--- config.mk ---
export PLATFORM = sky130hd
export DESIGN_NAME = seq_det_sched_flat
export DESIGN_NICKNAME = d
export VERILOG_FILES = /design/src/rtl/seq_det_sched_if.sv /design/src/rtl/seq_det_sched.sv /design/src/flat_wrapper.sv
export SDC_FILE = /design/constraint.sdc
export NUM_CORES = 1
export LEC_CHECK = 0
export BUFFER_PORTS_ARGS = -buffer_cell sky130_fd_sc_hd__buf_2
export CAP_MARGIN = 10
export CORE_UTILIZATION = 31
export DETAILED_ROUTE_END_ITERATION = 10
export PLACE_DENSITY = 0.57
export SYNTH_ARGS = -nofsm -noshare
export SYNTH_HDL_FRONTEND = slang
export SYNTH_SLANG_ARGS = --single-unit
--- constraint.sdc ---
create_clock -name CLK -period 1.5 [get_ports CLK]
set_input_delay 0.075 -clock CLK [delete_from_list [all_inputs] [get_ports CLK]]
set_output_delay 0.075 -clock CLK [all_outputs]
set_load 0.1 [all_outputs]
--- src/rtl/seq_det_sched_if.sv ---
// seq_det_sched_if: requester-side bus of the shared detector scheduler.
// master = byte producers, slave = scheduler.
interface seq_det_sched_if #(
  parameter int DW  = 8,
  parameter int HCW = 4
) ();
  logic           REQ_A;
  logic [DW-1:0]  DATA_A;
  logic           REQ_B;
  logic [DW-1:0]  DATA_B;
  logic           ACK_A;
  logic           ACK_B;
  logic [HCW-1:0] HIT_CNT;
  logic           BUSY;

  modport master (
    output REQ_A, DATA_A, REQ_B, DATA_B,
    input  ACK_A, ACK_B, HIT_CNT, BUSY
  );

  modport slave (
    input  REQ_A, DATA_A, REQ_B, DATA_B,
    output ACK_A, ACK_B, HIT_CNT, BUSY
  );
endinterface

--- src/rtl/seq_det_sched.sv ---
// seq_det_sched: shares one serial pattern detector between requesters A/B.
// Round-robin; SEQ_SCHED_FIXED_PRIO_EN makes A always win instead.
module seq_det_sched #(
  parameter int DW  = 8,
  parameter int HCW = 4
) (
  input  logic           CLK,
  input  logic           RET,
  seq_det_sched_if.slave bus,
  output logic           DET_DATA,
  output logic           DET_RST,
  input  logic           DET_OUT
);
  localparam int BCW = $clog2(DW);

  typedef enum logic [2:0] {
    IDLE,
    LOAD,
    SHIFT,
    DRAIN,
    DONE
  } state_e;

  state_e         state_q, state_d;
  logic [DW-1:0]  sreg_q, sreg_d;
  logic [BCW-1:0] bcnt_q, bcnt_d;
  logic [HCW-1:0] hcnt_q, hcnt_d;
  logic           gnt_q, gnt_d;
  logic           ack_a_q, ack_a_d;
  logic           ack_b_q, ack_b_d;
  logic [HCW-1:0] hit_q, hit_d;
  logic           busy_q, busy_d;
  logic           ddat_q, ddat_d;
  logic           drst_q, drst_d;

  logic           pick_b;
  logic [DW-1:0]  pick_data;
  logic [HCW-1:0] hit_nx;

`ifdef SEQ_SCHED_FIXED_PRIO_EN
  assign pick_b = ~bus.REQ_A;
`else
  logic rr_q, rr_d;

  // rr_q=1 means B is preferred on the next tie
  assign pick_b = bus.REQ_B & (~bus.REQ_A | rr_q);
  assign rr_d   = (state_q == DONE) ? ~gnt_q : rr_q;

  // round-robin pointer, A preferred out of reset
  always_ff @(posedge CLK or negedge RET) begin
    if (!RET) rr_q <= 1'b0;
    else      rr_q <= rr_d;
  end
`endif

  assign pick_data = pick_b ? bus.DATA_B : bus.DATA_A;

  assign hit_nx = (DET_OUT && (hcnt_q != '1))
                ? hcnt_q + HCW'(1)
                : hcnt_q;

  // next-state and registered-output decode
  always_comb begin
    state_d = state_q;
    sreg_d  = sreg_q;
    bcnt_d  = bcnt_q;
    hcnt_d  = hcnt_q;
    gnt_d   = gnt_q;
    ack_a_d = 1'b0;
    ack_b_d = 1'b0;
    hit_d   = hit_q;
    ddat_d  = ddat_q;
    drst_d  = drst_q;
    unique case (state_q)
      IDLE: begin
        drst_d = 1'b1;
        ddat_d = 1'b0;
        if (bus.REQ_A || bus.REQ_B) begin
          state_d = LOAD;
          gnt_d   = pick_b;
          ddat_d  = pick_data[DW-1];
          sreg_d  = {pick_data[DW-2:0], 1'b0};
          drst_d  = 1'b0;
          bcnt_d  = '0;
          hcnt_d  = '0;
        end
      end
      LOAD: begin
        state_d = SHIFT;
        ddat_d  = sreg_q[DW-1];
        sreg_d  = {sreg_q[DW-2:0], 1'b0};
      end
      SHIFT: begin
        hcnt_d = hit_nx;
        bcnt_d = bcnt_q + BCW'(1);
        ddat_d = sreg_q[DW-1];
        sreg_d = {sreg_q[DW-2:0], 1'b0};
        if (bcnt_q == BCW'(DW - 1)) begin
          state_d = DRAIN;
          ddat_d  = 1'b0;
        end
      end
      DRAIN: begin
        state_d = DONE;
        hcnt_d  = hit_nx;
        hit_d   = hit_nx;
        ack_a_d = ~gnt_q;
        ack_b_d = gnt_q;
        drst_d  = 1'b1;
        ddat_d  = 1'b0;
      end
      DONE: begin
        state_d = IDLE;
      end
      default: begin
        state_d = IDLE;
        drst_d  = 1'b1;
        ddat_d  = 1'b0;
      end
    endcase
    busy_d = (state_d != IDLE);
  end

  // state and output registers
  always_ff @(posedge CLK or negedge RET) begin
    if (!RET) begin
      state_q <= IDLE;
      sreg_q  <= '0;
      bcnt_q  <= '0;
      hcnt_q  <= '0;
      gnt_q   <= 1'b0;
      ack_a_q <= 1'b0;
      ack_b_q <= 1'b0;
      hit_q   <= '0;
      busy_q  <= 1'b0;
      ddat_q  <= 1'b0;
      drst_q  <= 1'b1;
    end else begin
      state_q <= state_d;
      sreg_q  <= sreg_d;
      bcnt_q  <= bcnt_d;
      hcnt_q  <= hcnt_d;
      gnt_q   <= gnt_d;
      ack_a_q <= ack_a_d;
      ack_b_q <= ack_b_d;
      hit_q   <= hit_d;
      busy_q  <= busy_d;
      ddat_q  <= ddat_d;
      drst_q  <= drst_d;
    end
  end

  assign bus.ACK_A   = ack_a_q;
  assign bus.ACK_B   = ack_b_q;
  assign bus.HIT_CNT = hit_q;
  assign bus.BUSY    = busy_q;
  assign DET_DATA    = ddat_q;
  assign DET_RST     = drst_q;
endmodule

--- src/flat_wrapper.sv ---
// flat-port wrapper written by rule: the top's interface ports become plain ports
module seq_det_sched_flat 
#(
  parameter int DW  = 8,
  parameter int HCW = 4
)
  (CLK, RET, DET_DATA, DET_RST, DET_OUT, bus_REQ_A, bus_DATA_A, bus_REQ_B, bus_DATA_B, bus_ACK_A, bus_ACK_B, bus_HIT_CNT, bus_BUSY);
  seq_det_sched_if #(.DW(DW), .HCW(HCW)) bus_i ();
  input  logic CLK;
  input  logic RET;
  output logic DET_DATA;
  output logic DET_RST;
  input  logic DET_OUT;
  input wire logic [$bits(bus_i.REQ_A)-1:0] bus_REQ_A;
  input wire logic [$bits(bus_i.DATA_A)-1:0] bus_DATA_A;
  input wire logic [$bits(bus_i.REQ_B)-1:0] bus_REQ_B;
  input wire logic [$bits(bus_i.DATA_B)-1:0] bus_DATA_B;
  output wire logic [$bits(bus_i.ACK_A)-1:0] bus_ACK_A;
  output wire logic [$bits(bus_i.ACK_B)-1:0] bus_ACK_B;
  output wire logic [$bits(bus_i.HIT_CNT)-1:0] bus_HIT_CNT;
  output wire logic [$bits(bus_i.BUSY)-1:0] bus_BUSY;
  assign bus_i.REQ_A = bus_REQ_A;
  assign bus_i.DATA_A = bus_DATA_A;
  assign bus_i.REQ_B = bus_REQ_B;
  assign bus_i.DATA_B = bus_DATA_B;
  assign bus_ACK_A = bus_i.ACK_A;
  assign bus_ACK_B = bus_i.ACK_B;
  assign bus_HIT_CNT = bus_i.HIT_CNT;
  assign bus_BUSY = bus_i.BUSY;
  seq_det_sched #(.DW(DW), .HCW(HCW)) u_core (.CLK(CLK), .RET(RET), .bus(bus_i), .DET_DATA(DET_DATA), .DET_RST(DET_RST), .DET_OUT(DET_OUT));
endmodule
Word-level counts from Yosys, hierarchy flattened
Cells that the tools add are included.

Bits in registers: 29. Bits of input ports: 21. Output and inout port bits: 9. Word-level logic and storage cells: 57.

Add/subtract/negate cells: 2. Equality and inequality tests: 7. Multiplexer cells: 18. Bitwise logic cells: 4. Reduce and logical (&&, ||, !) cells: 14.

Operators by type and width (count): $mux 8 (2); $pmux 8 s2 (1); $pmux 3 s4 (1); $mux 3 (3); $mux 4 (2); $pmux 4 s2 (1); $reduce_and 2->1 (4); $eq 3x2->1 const B (2); $eq 3x3->1 const B (2); $pmux 3 s2 (1); $reduce_bool 2->1 (3); $mux 1 (5); $add 4x1->4 const B (1); $ne 4x4->1 const B (1); $pmux 1 s4 (1); $reduce_or 2->1 (2); $add 3x1->3 const B (1); $eq 3x1->1 const B (1); $logic_not 3->1 (1); $reduce_bool 3->1 (1); $reduce_or 3->1 (1); $ne 2x1->1 const B (1); $not 1->1 (2); $pmux 1 s2 (1); 4 further kinds (4).

Logic depth before layout (Yosys ltp)
Gate-level depths: netlist of run 1.

Depth in word-level cells: 6. Depth in mapped cells: 6. Gate-level depth less buffers: 5.

Least setup slack after synthesis of run 1
Ideal clock, no wire load.

Path kind: reg2reg. Start: reg, netlist name u_core.DET_DATA. End: reg u_core.ddat_q (netlist: u_core.DET_DATA). Setup time: 86 ps. Arrival: 1268 ps. Data required time: 1414 ps. Slack: 146 ps. Stages on the path, launching flop included: 3. Buffers on the path: 0. Clock period less this slack: 1354 ps. Path through: dfrtp_1 a31oi_1 o221ai_2.

RTL lines: end signal: assignment (RTL line seq_det_sched.sv:148) `ddat_q <= ddat_d;`; end: declaration (RTL line seq_det_sched.sv:33) `logic ddat_q, ddat_d;`.

Worst setup path after layout of run 1
Start: reg u_core.state_q[1]. End: reg u_core.sreg_q[6].

Cells in the longest elaborated chain, start to end: 4. Elaborated cells between the ends (all ways): 8. Classes of those cells: eq/ne: 3; mux: 1; reduce/logical: 4.

Ends and longest elaborated chain: start: declaration (RTL line seq_det_sched.sv:24) `state_e state_q, state_d;`; start signal: assignment (RTL line seq_det_sched.sv:139) `state_q <= state_d;`; $eq 3x1->1 or $eq 3x2->1 (tied branches) (RTL line seq_det_sched.sv:74) `unique case (state_q)`; $reduce_or 2->1 (no source line); $reduce_bool 2->1 (no source line); $reduce_and 2->1 (no source line); end signal: assignment (RTL line seq_det_sched.sv:140) `sreg_q <= sreg_d;`; end: declaration (RTL line seq_det_sched.sv:25) `logic [DW-1:0] sreg_q, sreg_d;`.

Several ways; a longest one is shown, not always the timed one. A chain may end at the register's enable or synchronous reset.

==> results of run 1 <==
## placed cells by master (no fill, tap or decap), types with 3 or more instances in the layout
cell type / synthesis / layout
inv_2: 3 / 3
nand2_1: 17 / 17
dfrtp_1: 27 / 26
a31oi_1: 3 / 3
clkbuf_8: 0 / 4
nor2_1: 6 / 6
nand2b_1: 3 / 3
o21ai_1: 15 / 15
buf_4: 2 / 5
ha_1: 3 / 3
a22oi_1: 6 / 6
nand3_1: 8 / 8
mux2i_1: 10 / 10
buf_2: 1 / 29
## what timing repair did
item / CTS / global route
hold buffers: 1 / 0
hold endpoints to repair: 27 / 0
resized for setup: 0 / 2
endpoints found under the setup margin: 0 / 15
## worst min path at each step
stage	startpoint	end	slack (ns)	depth (start not counted)
CTS	bus_DATA_B[0]	u_core.sreg_q[1]$_DFFE_PN0P_	0.07	3
floorplan	RET	u_core.DET_DATA$_DFFE_PN0N_	-0.22	0
detailed placement	RET	u_core.bus.ACK_B$_DFF_PN0_	0.13	1
global placement	RET	u_core.state_q[0]$_DFF_PN0_	0.12	1
global route	bus_DATA_B[1]	u_core.sreg_q[2]$_DFFE_PN0P_	0.09	3
finish	bus_DATA_B[0]	u_core.sreg_q[1]$_DFFE_PN0P_	0.07	3
## stage by stage
step / power (mW) / worst slack [ns] / instances
finish: 3.744 / 0.1174 / 213
global route: 4.018 / 0.01773 / 213
CTS: 3.760 / 0.03350 / 213
detailed placement: 3.298 / 0.05618 / 208
global placement: 3.240 / 0.1179 / 208
floorplan: 2.926 / 0.1464 / 129
## metal layers
layer | share of wire (%) | wire, um
met4 | 1.2 | 34
met1 | 48 | 1302
met3 | 4.2 | 114
met2 | 47 | 1288
met5 | 0 | 0
## kinds of logic after synthesis
| logic type | count (synthesis) | synth area share, % |
|---|---|---|
| DFF | 28 | 51.00 |
| and+or+nand+nor | 41 | 14.64 |
| AOI/OAI and AO/OA | 35 | 18.27 |
| buffers and inverters | 9 | 4.181 |
| adders and majority gates | 3 | 2.728 |
| muxes | 10 | 7.273 |
| xor gates and xnor gates | 3 | 1.909 |
## power breakdown
part	total, mW	switching [mW]	internal [mW]
registers	1.37	0.298	1.07
logic	1.92	1.33	0.594
clock network	0.455	0.221	0.235
## registers in the layout (all words and copies together), names as in the netlist, 3 cells and up
signal	count
u_core.bcnt_q	3
u_core.hcnt_q	4
u_core.state_q	3
u_core.sreg_q	7
u_core.bus.HIT_CNT	4
## layout make-up
cell class / count / area (um2) / share of cell area (%)
sequential: 28 / 703.2 / 42.54
clock buffer: 4 / 55.05 / 3.331
multi-input combinational: 92 / 624.3 / 37.77
tap: 50 / 62.56 / 3.785
timing repair buffer: 35 / 192.7 / 11.66
inverter: 4 / 15.01 / 0.9084
## worst min-delay path, cell delays in order
cell and delay, ns:
buf_2 0.07, mux2i_1 0.05, o21ai_1 0.10
==> results.py, run 1 <==
metrics = {
    "logic_synthesis": {
        "seq_area_frac_synth_pct": 51.00,
        "synth_edf_count": 0,
        "yosysMostFrequentCell": "dfrtp_1",
        "netlist.area_leader.share_pct": 49.09,
        "ys_ff_latch": 28,
        "synthesis.area_um2": 1376,
        "synth_commonest_cells": "27 x dfrtp_1, 17 x nand2_1, 15 x o21ai_1",
        "ys_warn_count": 0,
        "synth_cells": 129,
        "netlist_top_cells_area": "dfrtp_1 49%, mux2i_1 7.3%, o21ai_1 5.5%",
        "synth_top_cell_by_area": "dfrtp_1",
        "synth.distinct_cells": 36,
        "syn_area_per_cell_um2": 10.67,
        "synthArstFlopShare_pct": 100.0,
        "syn-num-nets": 153,
        "ys.flop_type": "dfrtp_1",
    },
    "status": {
        "run_status": "completed",
    },
    "floorplanning": {
        "io_pins": 30,
        "start_util_pct": 33.21,
        "die_area_um2": 4710,
        "core-area_um2": 4144,
        "std_cell_rows": 23,
        "die_y_um": 68.63,
        "die_x_um": 68.63,
    },
    "critical_path": {
        "crit_arrival_ns": 1.58,
        "crit_cells": 3,
        "crit_type": "register to register",
        "cp_top_family": "compound AO/OA/AOI/OAI gates",
        "worstPathRequired_ns": 1.70,
        "worstPathMaxFanout": 11,
        "r2r_end": "u_core.sreg_q[6]$_DFFE_PN0P_",
        "cp_num_buf_inv": 0,
        "slowest_delay_ns": 0.56,
        "critPathLaunch": "u_core.state_q[1]$_DFF_PN0_",
        "reg2reg_depth": 3,
        "r2r-start": "u_core.state_q[1]$_DFF_PN0_",
        "rrSetupSlack_ns": 0.12,
        "cp_cell_sequence": "o41ai_4 > a22oi_1 > o21ai_1",
        "cp_slowest_cell": "o41ai_4",
        "end_kind": "register",
        "cp-endpoint": "u_core.sreg_q[6]$_DFFE_PN0P_",
        "cp-start-kind": "register",
    },
    "finish": {
        "layout-drive-gt1-share_pct": 30.67,
        "area_growth_pct": 20.09,
        "nFillCells": 411,
        "fin_area_um2": 1653,
        "final_core_util_pct": 39.89,
        "fin_nets": 188,
        "antenna_cells": 0,
    },
    "run": {
        "maxCapViolCount": 0,
    },
    "clock_tree": {
        "cts_setup_buffers": 0,
        "cts_max_path_buffers": 2,
        "clk_latency_ns": 0.27,
        "cts_tree": "yes",
        "htree_levels": 1,
        "clock-sinks": 28,
        "cts-buffers-inserted": 3,
        "clk_pin_slew_ns": 0.09,
        "ctsRootBufferMaster": "clkbuf_8",
    },
    "timing": {
        "tns_ns": 0,
        "fin_crit_ns": 1.383,
        "hold_ws_ns": 0.06984,
        "drv_slew": 0,
        "setup_viol": 0,
        "finalHoldViolations": 0,
        "max_freq_ghz": 0.7233,
        "rsz0062_at_grt": "no",
        "worstMarginPinSlew_ns": 0.6190,
        "fin_skew_ns": 0.003182,
        "relSlewSlack_pct": 58.73,
        "fin_crit_sh_pct": 92.17,
    },
    "global_route": {
        "use_met3_pct": 2.138,
        "antenna_found_initial": 0,
        "grt_pass1_vias": 980,
        "grt_max_degree": 29,
        "grtUsageMet2_pct": 19.49,
        "grt.busiest_layer": "met2",
        "grt-ovfl-total": 0,
        "grt_pass1_wl_um": 4429,
        "grt_use_total_pct": 12.78,
        "use_met1_pct": 17.95,
    },
    "place": {
        "port_buffers": 29,
        "place_area_um2": 1579,
        "dp_hpwl_um": 2040,
        "gp_congestion": 0.7578,
    },
    "power": {
        "power.leakage_nw": 0.8131,
        "powerDensity_nw_per_um2": 2265,
        "peakVddDrop_uv": 1169,
    },
    "detailed_routing": {
        "detail_route.iter0.violations": 61,
        "drt_pass1_iterations": 4,
        "routedWlPerCell_um": 12.86,
        "viasPerCell": 4.986,
        "drc_errors": 0,
        "vias": 1062,
        "routed_wl_um": 2739,
        "antenna_left": 0,
    },
    "worst_hold_path": {
        "hp-class": "primary input to register",
    },
}
No activity file was read; power rests on OpenSTA's default activity.
==> inputs of run 2 (changes only) <==
Settings changed: PLACE_DENSITY 0.57 to 0.55.
==> run 2 against run 1 <==
Effect of this change:
- clock power grew 31%
- critical path depth grew 1
- via count down 0.47%
- final area is 0.53% higher
- combinational power about the same
- largest cell class unchanged
- non-clock buffer count stayed put
- count of clock-buffer cells in the layout decreased by 1
- register-to-register slack about the same
==> results.py, run 2 (synthesized netlist as in run 1, its figures left out) <==
metrics = {
    "floorplanning": {
        "die_y_um": 68.63,
        "start_util_pct": 33.21,
        "die_area_um2": 4710,
        "core-area_um2": 4144,
        "io_pins": 30,
        "std_cell_rows": 23,
        "die_x_um": 68.63,
    },
    "timing": {
        "fin_crit_sh_pct": 92.18,
        "max_freq_ghz": 0.7232,
        "setup_viol": 0,
        "rsz0062_at_grt": "no",
        "drv_slew": 0,
        "relSlewSlack_pct": 47.73,
        "tns_ns": 0,
        "worstMarginPinSlew_ns": 0.7840,
        "fin_skew_ns": 0.004519,
        "fin_crit_ns": 1.383,
        "finalHoldViolations": 0,
    },
    "critical_path": {
        "crit_arrival_ns": 1.54,
        "rrSetupSlack_ns": 0.12,
        "crit_type": "register to register",
        "reg2reg_depth": 4,
        "cp-start-kind": "register",
        "worstPathMaxFanout": 9,
        "end_kind": "register",
        "r2r_end": "u_core.bus.HIT_CNT[1]$_DFFE_PN0N_",
        "worstPathRequired_ns": 1.66,
        "r2r-start": "u_core.state_q[2]$_DFF_PN0_",
    },
    "power": {
        "powerDensity_nw_per_um2": 2323,
        "switchingPower_mw": 1.845,
        "combPwrFrac_pct": 49.8,
        "seqPwrFrac_pct": 34.8,
        "power.leakage_nw": 0.8173,
        "p_int_mw": 2.014,
        "peakVddDrop_uv": 1161,
        "switching_share_pct": 47.82,
        "power.total_mw": 3.859,
        "clkPwrFrac_pct": 15.4,
    },
    "detailed_routing": {
        "drt_pass1_iterations": 4,
        "drc_errors": 0,
        "antenna_left": 0,
        "routed_wl_um": 2721,
        "routedWlPerCell_um": 12.77,
        "viasPerCell": 4.962,
        "vias": 1057,
        "detail_route.iter0.violations": 46,
    },
    "clock_tree": {
        "clk_pin_slew_ns": 0.10,
        "clock-sinks": 28,
        "htree_levels": 1,
        "cts-buffers-inserted": 3,
        "clk_latency_ns": 0.27,
        "cts_tree": "yes",
        "ctsRootBufferMaster": "clkbuf_8",
        "cts_max_path_buffers": 2,
        "cts_setup_buffers": 0,
    },
    "place": {
        "gp_congestion": 0.7970,
        "place_area_um2": 1579,
        "dp.cells": 208,
        "dp_hpwl_um": 1982,
        "port_buffers": 29,
    },
    "finish": {
        "layout-drive-gt1-share_pct": 30.67,
        "area_growth_pct": 20.73,
        "layout_commonest_cell": "buf_2",
        "nFillCells": 428,
        "top_register": "u_core.sreg_q",
        "fin_cells": 213,
        "layout_common_cells": "29 x buf_2, 26 x dfrtp_1, 17 x nand2_1",
        "largest_reg_flops": 7,
        "antenna_cells": 0,
        "fin_area_um2": 1662,
        "fin_nets": 188,
        "final_core_util_pct": 40.10,
    },
    "global_route": {
        "grt_use_total_pct": 13.16,
        "antenna_found_initial": 0,
        "grt_max_degree": 29,
        "grt-ovfl-total": 0,
        "grt_pass1_vias": 1018,
        "grt_pass1_wl_um": 4567,
    },
    "worst_hold_path": {
        "hp-class": "primary input to register",
        "hold_end": "u_core.sreg_q[1]$_DFFE_PN0P_",
        "min_from": "bus_DATA_B[0]",
        "min_path_cells": 3,
    },
    "run": {
        "maxCapViolCount": 0,
    },
    "status": {
        "run_status": "completed",
    },
}
==> run 2: power by group through the flow <==
stage | clock network (mW) | registers, mW | logic, mW
2_1_floorplan | 0 | 1.88 | 1.04
3_3_place_gp | 0 | 1.34 | 1.90
3_5_place_dp | 0 | 1.36 | 1.93
4_1_cts | 0.615 | 1.34 | 1.94
5_1_grt | 0.657 | 1.38 | 2.09
6_report | 0.594 | 1.34 | 1.92
==> run 2: worst max-delay path by stage <==
stage,to,start
final,u_core.bus.HIT_CNT[1]$_DFFE_PN0N_,u_core.state_q[2]$_DFF_PN0_
after global routing,u_core.DET_DATA$_DFFE_PN0N_,u_core.bcnt_q[0]$_DFFE_PN0P_
after CTS,u_core.hcnt_q[3]$_DFFE_PN0P_,u_core.state_q[1]$_DFF_PN0_
after detailed placement,u_core.hcnt_q[3]$_DFFE_PN0P_,u_core.state_q[1]$_DFF_PN0_
after global placement,u_core.sreg_q[3]$_DFFE_PN0P_,u_core.state_q[1]$_DFF_PN0_
after floorplan,u_core.DET_DATA$_DFFE_PN0N_,u_core.DET_DATA$_DFFE_PN0N_
==> run 2: final cells by class <==
cell class | count | area [um2] | area share (%)
Clock buffer | 3 | 41.29 | 2.485
Clock inverter | 1 | 30.03 | 1.807
Inverter | 4 | 15.01 | 0.9036
Multi-Input combinational cell | 92 | 616.8 | 37.12
Sequential cell | 28 | 703.2 | 42.32
Tap cell | 50 | 62.56 | 3.765
Timing Repair Buffer | 35 | 192.7 | 11.60
==> run 2: layer usage <==
layer	routed length [um]	GRT usage, %
met2	1239	19.24
met1	1302	18.76
met4	51	6.510
met3	128	1.974
met5	0	0
==> run 2: timing repair <==
action,4_1_cts,5_1_grt
resized for setup,0,1
endpoints found under the hold margin,27,0
endpoints found under the setup margin,0,10
hold buffers,1,0
==> run 2: worst max-delay path, stage by stage (launching register included) <==
cell,delay (ns)
dfrtp_1,0.49
and2b_1,0.33
nand2_2,0.16
a31oi_1,0.19
a2bb2oi_1,0.09
==> run 2: stage by stage <==
| step | hold slack, ns | setup WS (ns) |
|---|---|---|
| finish | 0.06231 | 0.1173 |
| global route | 0.07294 | 0.004008 |
| CTS | 0.06192 | 0.03945 |
| detailed placement | 0.1305 | 0.06419 |
| global placement | 0.1292 | 0.1096 |
| floorplan | -0.2206 | 0.1464 |
